File: src/rtl/snake_body.sv
// Circular-buffer store of snake segments, streamed head-first one segment per clock.
// Optional self-collision detector enabled by defining SNAKE_SELF_COLLISION_EN.
module snake_body #(
   parameter int         MAX_LEN = 64,
   parameter logic [4:0] START_X = 5'd4,
   parameter logic [3:0] START_Y = 4'd8
) (
   input  logic       clk,
   input  logic       rst,
   input  logic       move_valid,
   input  logic [4:0] move_x,
   input  logic [3:0] move_y,
   input  logic       grow,
   output logic       move_ready,
   output logic [4:0] snake_x,
   output logic [3:0] snake_y,
   output logic       snake_first,
   output logic       snake_last,
   output logic       snake_valid,
   output logic [4:0] snake_head_x,
   output logic [3:0] snake_head_y,
   output logic       full,
   output logic       self_hit
);

   localparam int AW = $clog2(MAX_LEN);
   localparam logic [AW-1:0] PTR_ONE = AW'(1);
   localparam logic [AW:0]   LEN_ONE = (AW+1)'(1);
   localparam logic [AW:0]   LEN_MAX = (AW+1)'(MAX_LEN);

   logic [8:0]    mem [MAX_LEN];
   logic [8:0]    rd_data_q;

   logic [AW-1:0] head_ptr_q, head_ptr_d;
   logic [AW:0]   len_q, len_d;
   logic [AW-1:0] rd_q, rd_d;
   logic          full_q, full_d;
   logic          valid_q, first_q, last_q;
   logic [4:0]    head_x_q;
   logic [3:0]    head_y_q;

   logic          at_boundary;
   logic          accept;
   logic [AW-1:0] rd_addr;
   logic          wr_en;
   logic [AW-1:0] wr_addr;
   logic [8:0]    wr_data;

   assign at_boundary = ({1'b0, rd_q} == (len_q - LEN_ONE));
   assign move_ready  = ~rst & at_boundary;
   assign accept      = move_ready & move_valid;
   assign rd_addr     = head_ptr_q - rd_q;

   // Reset seeds the head slot through the normal write port so the array stays a plain RAM.
   assign wr_en   = rst | accept;
   assign wr_addr = rst ? '0 : head_ptr_q + PTR_ONE;
   assign wr_data = rst ? {START_X, START_Y} : {move_x, move_y};

   always_ff @(posedge clk) begin
      if (wr_en) begin
         mem[wr_addr] <= wr_data;
      end
      rd_data_q <= mem[rd_addr];
   end

   always_comb begin
      head_ptr_d = head_ptr_q;
      len_d      = len_q;
      full_d     = full_q;
      rd_d       = at_boundary ? '0 : rd_q + PTR_ONE;
      if (accept) begin
         head_ptr_d = head_ptr_q + PTR_ONE;
         if (grow) begin
            if (len_q == LEN_MAX) begin
               full_d = 1'b1;
            end else begin
               len_d = len_q + LEN_ONE;
            end
         end
      end
   end

   always_ff @(posedge clk) begin
      if (rst) begin
         head_ptr_q <= '0;
         len_q      <= LEN_ONE;
         rd_q       <= '0;
         full_q     <= 1'b0;
         valid_q    <= 1'b0;
         first_q    <= 1'b0;
         last_q     <= 1'b0;
         head_x_q   <= START_X;
         head_y_q   <= START_Y;
      end else begin
         head_ptr_q <= head_ptr_d;
         len_q      <= len_d;
         rd_q       <= rd_d;
         full_q     <= full_d;
         valid_q    <= 1'b1;
         first_q    <= (rd_q == '0);
         last_q     <= at_boundary;
         if (accept) begin
            head_x_q <= move_x;
            head_y_q <= move_y;
         end
      end
   end

   assign snake_x      = valid_q ? rd_data_q[8:4] : 5'd0;
   assign snake_y      = valid_q ? rd_data_q[3:0] : 4'd0;
   assign snake_valid  = valid_q;
   assign snake_first  = first_q;
   assign snake_last   = last_q;
   assign snake_head_x = head_x_q;
   assign snake_head_y = head_y_q;
   assign full         = full_q;

`ifdef SNAKE_SELF_COLLISION_EN
   // Segment 0 is latched as it streams so every later segment of the same pass is
   // compared against that pass's own head; the verdict folds in on the pass's last segment.
   logic [8:0] seg0_q;
   logic       flag_q;
   logic       hit_q;
   logic       seg_match;

   assign seg_match = valid_q & ~first_q & (rd_data_q == seg0_q);

   always_ff @(posedge clk) begin
      if (rst) begin
         seg0_q <= '0;
         flag_q <= 1'b0;
         hit_q  <= 1'b0;
      end else begin
         if (valid_q & first_q) begin
            seg0_q <= rd_data_q;
         end
         if (valid_q & last_q) begin
            hit_q  <= hit_q | flag_q | seg_match;
            flag_q <= 1'b0;
         end else begin
            flag_q <= flag_q | seg_match;
         end
      end
   end

   assign self_hit = hit_q;
`else
   assign self_hit = 1'b0;
`endif

endmodule

File: config.mk
export PLATFORM = sky130hd
export DESIGN_NAME = snake_body
export DESIGN_NICKNAME = d
export VERILOG_FILES = /design/src/rtl/snake_body.sv
export SDC_FILE = /design/constraint.sdc
export NUM_CORES = 1
export LEC_CHECK = 0
export CORE_MARGIN = 1.5
export CORE_UTILIZATION = 30
export CTS_BUF_LIST = sky130_fd_sc_hd__clkbuf_8
export DETAILED_ROUTE_END_ITERATION = 12
export GPL_TIMING_DRIVEN = 0
export SLEW_MARGIN = 20
export SYNTH_ARGS = -nofsm -noshare
export SYNTH_HDL_FRONTEND = slang
export SYNTH_SLANG_ARGS = --single-unit
File: constraint.sdc
create_clock -name clk -period 3.2 [get_ports clk]
set_input_delay 0.64 -clock clk [delete_from_list [all_inputs] [get_ports clk]]
set_output_delay 0.64 -clock clk [all_outputs]
set_load 0.02 [all_outputs]
==> results of run 1 <==
-- report_power, final --
| part | switching, µW | total [µW] | internal (µW) |
|---|---|---|---|
| Combinational | 6820 | 11700 | 4890 |
| Clock | 3070 | 6610 | 3540 |
| Sequential | 99.8 | 9140 | 9040 |
-- sequential cells by signal (all words and copies together), names as in the netlist --
| name | count |
|---|---|
| head_ptr_q | 6 |
| snake_head_y | 4 |
| snake_head_x | 5 |
| len_q | 7 |
| mem | 576 |
| snake_valid | 1 |
| rd_data_q | 9 |
| snake_last | 1 |
| full | 1 |
| rd_q | 6 |
| snake_first | 1 |
-- final cells by class --
cell class                 count  area [µm²]  area share
buffer                        70         500      0.0165
clock buffer                 106        1460      0.0481
tap                         1060        1330      0.0437
timing repair buffer         107        1430      0.0470
sequential                   617       18100       0.597
clock inverter                74         474      0.0156
inverter                      15        56.3     0.00186
multi-input combinational    656        6970       0.230
-- metrics by stage --
stage          total power (µW)  area (µm²)  std cells  worst slack, ns
2_1_floorplan             16000       24700       1364           0.0657
3_3_place_gp              19700       26300       2458            -2.57
3_5_place_dp              19800       26700       2472            -1.35
4_1_cts                   27400       29700       2666           -0.284
5_1_grt                   28600       30300       2705           -0.354
6_report                  27500       30300       2705           -0.208
-- cells in the final DEF, fill, tap and decap left out, types with 22 or more instances in the layout --
master,count
dfxtp_1,36
nor2_1,28
buf_12,41
nand2_1,127
clkdlybuf4s50_1,33
buf_4,38
inv_1,52
a21oi_1,22
nand3_1,50
nor2_4,59
clkbuf_8,114
edfxtp_1,576
mux4_2,146
-- repair_timing --
action / CTS / global route
pin swaps: 17 / 33
hold buffers: 0 / 0
setup endpoints to repair: 586 / 547
resized for setup: 258 / 22
setup buffers: 19 / 40
-- cells by family (layout without fill, tap and decap cells) --
group | after synthesis | count (layout) | synth area share
compound gates | 86 | 86 | 0.0243
xor+xnor | 26 | 26 | 0.00923
simple gates | 361 | 361 | 0.0670
fa+ha+maj | 12 | 12 | 0.00639
flops | 617 | 617 | 0.734
buf+inv | 91 | 372 | 0.0154
mux | 170 | 170 | 0.143
other cells | 1 | 1 | 0.000152
-- layer usage --
metal	share of wire	GRT usage	wire length, µm
met5	0	0	0
met4	0.024	0.0415	1520
met1	0.42	0.209	26700
met3	0.082	0.0385	5220
met2	0.47	0.234	29800
-- worst max-delay path, cell delays in order, from the launching register on --
cell,delay [ns]
dfxtp_1,0.30
buf_6,0.11
or3_4,0.37
or3_4,0.35
a2111oi_4,0.30
and3_1,0.21
buf_6,0.12
buf_6,0.10
and2_4,0.13
buf_6,0.11
-- how the worst min path moves through the flow --
stage,to,startpoint,depth (start not counted)
floorplan,rd_q[0],rd_q[0],1
global placement,snake_head_y[0],snake_head_y[0],2
detailed placement,snake_head_y[1],snake_head_y[1],2
CTS,snake_head_x[1],snake_head_x[1],2
global route,snake_head_x[1],snake_head_x[1],2
finish,snake_head_x[3],snake_head_x[3],2
==> results_dict.tcl, run 1 <==
set metrics [dict create \
    synth_edf_count 576 \
    synth.top_cell.area_share 0.701 \
    dr.first_iter.drc_count 1453 \
    status "finished, violations left" \
    grt_max_degree 65 \
    timing_worst_setup_path_type "reg2out" \
    yosys_warnings 0 \
    syn_area_um2 24700 \
    drive_gt1_frac 0.327 \
    synth_cells 1364 \
    area_growth_pct 23.0 \
    row_count 104 \
    wl_per_cell_um 23.4 \
    startpoint "len_q[2]" \
    cts.sinks 617 \
    ir_drop_mv 0.598 \
    overflow 0 \
    fin_nets 1590 \
    grt_pass1_vias 13700 \
    fin_util 0.375 \
    fill_cells 7431 \
    synth_most_common_cell "edfxtp_1" \
    routed_wirelength_um 63300 \
    die_y_um 290 \
    ys.flop_type "edfxtp_1" \
    syn_area_per_cell_um2 18.1 \
    cts_tree "yes" \
    min_period_ns 3.41 \
    arrival_ns 2.77 \
    max_freq_ghz 0.293 \
    r2r_cells 9 \
    hold_viol 0 \
    ys_async_sr_fraction 0 \
    ys_ff_latch 617 \
    yosysTopAreaCell "edfxtp_1" \
    r2r_start "len_q[2]" \
    whs_ns 0.464 \
    cap_viol_max_count 0 \
    crit_end "move_ready" \
    dp_hpwl_um 41000 \
    fin_skew_ns 0.0600 \
    clk_pin_slew_ns 0.06 \
    total_leakage_power_uw 0.00962 \
    die_area_um2 84000 \
    cp.required_ns 2.56 \
    initial_core_util 0.305 \
    startpoint_type "register" \
    r2r_end "mem[0][0]" \
    yosysUniqueCellTypes 57 \
    p_per_area_nw_per_um2 905 \
    num_io_pins 37 \
    worst_pin_slew_ns 0.955 \
    seq_area_frac_synth 0.734 \
    crit_fanout 5 \
    vias 13700 \
    synth_top_cells_by_area "edfxtp_1 70%, mux4_2 13%, dfxtp_1 3.3%, nand2_1 2.0%, nor2_1 1.4%" \
    ant_nets 0 \
    post-route-period-util 1.07 \
    ff2ff_setup_slack_ns -0.03 \
    antenna_found_initial 1 \
    fin_setup_tns_ns -0.730 \
    cts_buffers 98 \
    core_um2 80900 \
    num_antenna_cells 0 \
    hold_class "reg2reg" \
    cts_max_level 3 \
    finalWeightedCongestion 0.874 \
    setup_viol 31 \
    slew_violations 0 \
    drt-vias-per-instance 5.07 \
    die_x_um 290 \
    grt_first_pass_wirelength_um 91700 \
    port_buffers 34 \
    drc 0 \
    rsz0062_at_grt "true" \
    grt.total_usage 0.150 \
    critPathCaptureType "primary output" \
    drtPass1Iterations 7 \
    slew_headroom 0.363 \
    synthTopCellsByCount "576 x edfxtp_1, 146 x mux4_2, 132 x nand2_1" \
    clk_path_buf_depth 3 \
    worst_slack_ns -0.208 \
    clock_latency_ns 0.71 \
    syn_nets 1389 \
    cts_root_buf "clkbuf_8" \
    violations "setup timing" \
]
(Power assumes the default switching activity.)
==> inputs of run 2 (changes only) <==
==> constraint.sdc (replaced) <==
create_clock -name clk -period 3.45 [get_ports clk]
set_input_delay 0.69 -clock clk [delete_from_list [all_inputs] [get_ports clk]]
set_output_delay 0.69 -clock clk [all_outputs]
set_load 0.02 [all_outputs]
==> run 2 against run 1 <==
Net effect: the run still ends with setup timing left; combinational power decreased by 11%; register-to-register slack better by 0.13 ns; die area stayed put.
==> results_dict.tcl, run 2 (synthesized netlist as in run 1, its figures left out) <==
set metrics [dict create \
    fill_cells 7517 \
    worst_pin_slew_ns 1.03 \
    status "finished, violations left" \
    ir_drop_mv 0.549 \
    ant_nets 0 \
    cts_max_level 3 \
    num_io_pins 37 \
    min_period_ns 3.49 \
    final_common_cell "edfxtp_1" \
    initial_core_util 0.305 \
    die_area_um2 84000 \
    placed_cells 2472 \
    cp.required_ns 2.76 \
    grt.total_usage 0.150 \
    grt_pass1_vias 13700 \
    fin_skew_ns 0.0584 \
    critPathCaptureType "primary output" \
    die_x_um 290 \
    cap_viol_max_count 0 \
    finalWeightedCongestion 0.874 \
    hold_class "reg2reg" \
    num_antenna_cells 0 \
    cts_buffers 98 \
    cts_tree "yes" \
    rsz0062_at_grt "true" \
    antenna_found_initial 0 \
    drive_gt1_frac 0.296 \
    r2r_cells 12 \
    slew_violations 0 \
    overflow 0 \
    die_y_um 290 \
    largest_reg_flops 576 \
    dr.first_iter.drc_count 1440 \
    routed_wirelength_um 62300 \
    wl_per_cell_um 23.4 \
    cts_root_buf "clkbuf_8" \
    core_um2 80900 \
    p_per_area_nw_per_um2 850 \
    crit_fanout 5 \
    reg_top3 "mem (576), rd_data_q (9), len_q (7)" \
    clk_path_buf_depth 3 \
    area_growth_pct 19.5 \
    hold_viol 0 \
    fin_util 0.364 \
    instances_no_fill 2660 \
    total_leakage_power_uw 0.00925 \
    mostFrequentLayoutCells "576 x edfxtp_1, 146 x mux4_2, 130 x nand2_1, 108 x clkbuf_8, 58 x nor2_4" \
    fin_nets 1545 \
    clock_latency_ns 0.71 \
    finalPower_uw 25100 \
    grt_first_pass_wirelength_um 91300 \
    max_freq_ghz 0.286 \
    startpoint_type "register" \
    drt-vias-per-instance 5.05 \
    violations "setup timing" \
    setup_viol 1 \
    drtPass1Iterations 5 \
    timing_worst_setup_path_type "reg2out" \
    row_count 104 \
    clk_pin_slew_ns 0.06 \
    drc 0 \
    vias 13400 \
    dp_hpwl_um 41000 \
    grt_max_degree 65 \
    regMostFlops "mem" \
    cts.sinks 617 \
    arrival_ns 2.80 \
    slew_headroom 0.312 \
    port_buffers 34 \
    post-route-period-util 1.01 \
    hold_depth 2 \
    worst_slack_ns -0.0449 \
]
[run 2: changes by cell type in the layout (fill, tap and decap cells not counted), moves of 3 or more]
cell / before / now
buf_12: 41 / 13
buf_4: 38 / 22
clkbuf_8: 114 / 108
clkbuf_2: 13 / 16
clkbuf_4: 11 / 14
nand2_1: 127 / 130
nand2_2: 5 / 2
[run 2: final timing paths]
| path | to | start | slack, ns |
|---|---|---|---|
| worst max-delay path | move_ready | len_q[2] | -0.04 |
| worst min-delay path | snake_head_x[3] | snake_head_x[3] | 0.46 |
| worst max register to register | rd_data_q[5] | head_ptr_q[0] | 0.10 |
| worst min register to register | snake_head_x[3] | snake_head_x[3] | 0.46 |
[run 2: timing repair]
item                       4_1_cts  5_1_grt
setup endpoints to repair      559      417
buffers inserted                 9        6
gates resized for setup        192       55
hold buffers                     0        0
pin swaps                        8        1
[run 2: critical path: stages, from the launching register on]
cell	delay (ns)
dfxtp_2	0.31
buf_6	0.11
or3_4	0.38
or3_4	0.35
a2111oi_4	0.30
and3_1	0.21
buf_6	0.12
buf_6	0.10
and2_4	0.13
buf_6	0.11
[run 2: cell type report]
class	instances	area (µm²)	share of cell area
multi-input cells	656	6880	0.233
clock buffers	106	1460	0.0495
repair buffers	63	746	0.0253
clock inverters	74	474	0.0161
well taps	1060	1330	0.0450
plain buffers	69	418	0.0142
inverters	15	56.3	0.00191
flip-flops and latches	617	18100	0.615
[run 2: power breakdown]
| group | leakage (µW) | internal, µW | switching [µW] | total (µW) |
|---|---|---|---|---|
| combinational | 0.00278 | 4260 | 6180 | 10400 |
| clock | 0.00113 | 3280 | 2860 | 6140 |
| sequential | 0.00534 | 8390 | 99.3 | 8490 |
[run 2: per-layer routing]
layer,track usage,wire (µm),share of wire
met4,0.0407,1480,0.024
met3,0.0358,4980,0.080
met2,0.234,29100,0.47
met5,0,0,0
met1,0.210,26800,0.43
[run 2: stage by stage]
stage / TNS (ns) / worst slack [ns] / cell area [µm²] / hold WS [ns]
final: -0.0449 / -0.0449 / 29500 / 0.464
after global routing: -1.73 / -0.175 / 29500 / 0.489
after CTS: -1.52 / -0.115 / 29300 / 0.466
after detailed placement: -273.78 / -1.10 / 26700 / 0.450
after global placement: -1288.27 / -2.37 / 26300 / 0.452
after floorplan: 0 / 0.266 / 24700 / 0.467
==> inputs of run 3 (changes only) <==
--- a/config.mk
+++ b/config.mk
@@ -9,6 +9,7 @@
 export CORE_UTILIZATION = 30
 export CTS_BUF_LIST = sky130_fd_sc_hd__clkbuf_8
 export DETAILED_ROUTE_END_ITERATION = 12
+export GPL_ROUTABILITY_DRIVEN = 0
 export GPL_TIMING_DRIVEN = 0
 export SLEW_MARGIN = 20
 export SYNTH_ARGS = -nofsm -noshare
==> results of run 3 <==
Final layout, timing and power as in run 2 (identical DEF).
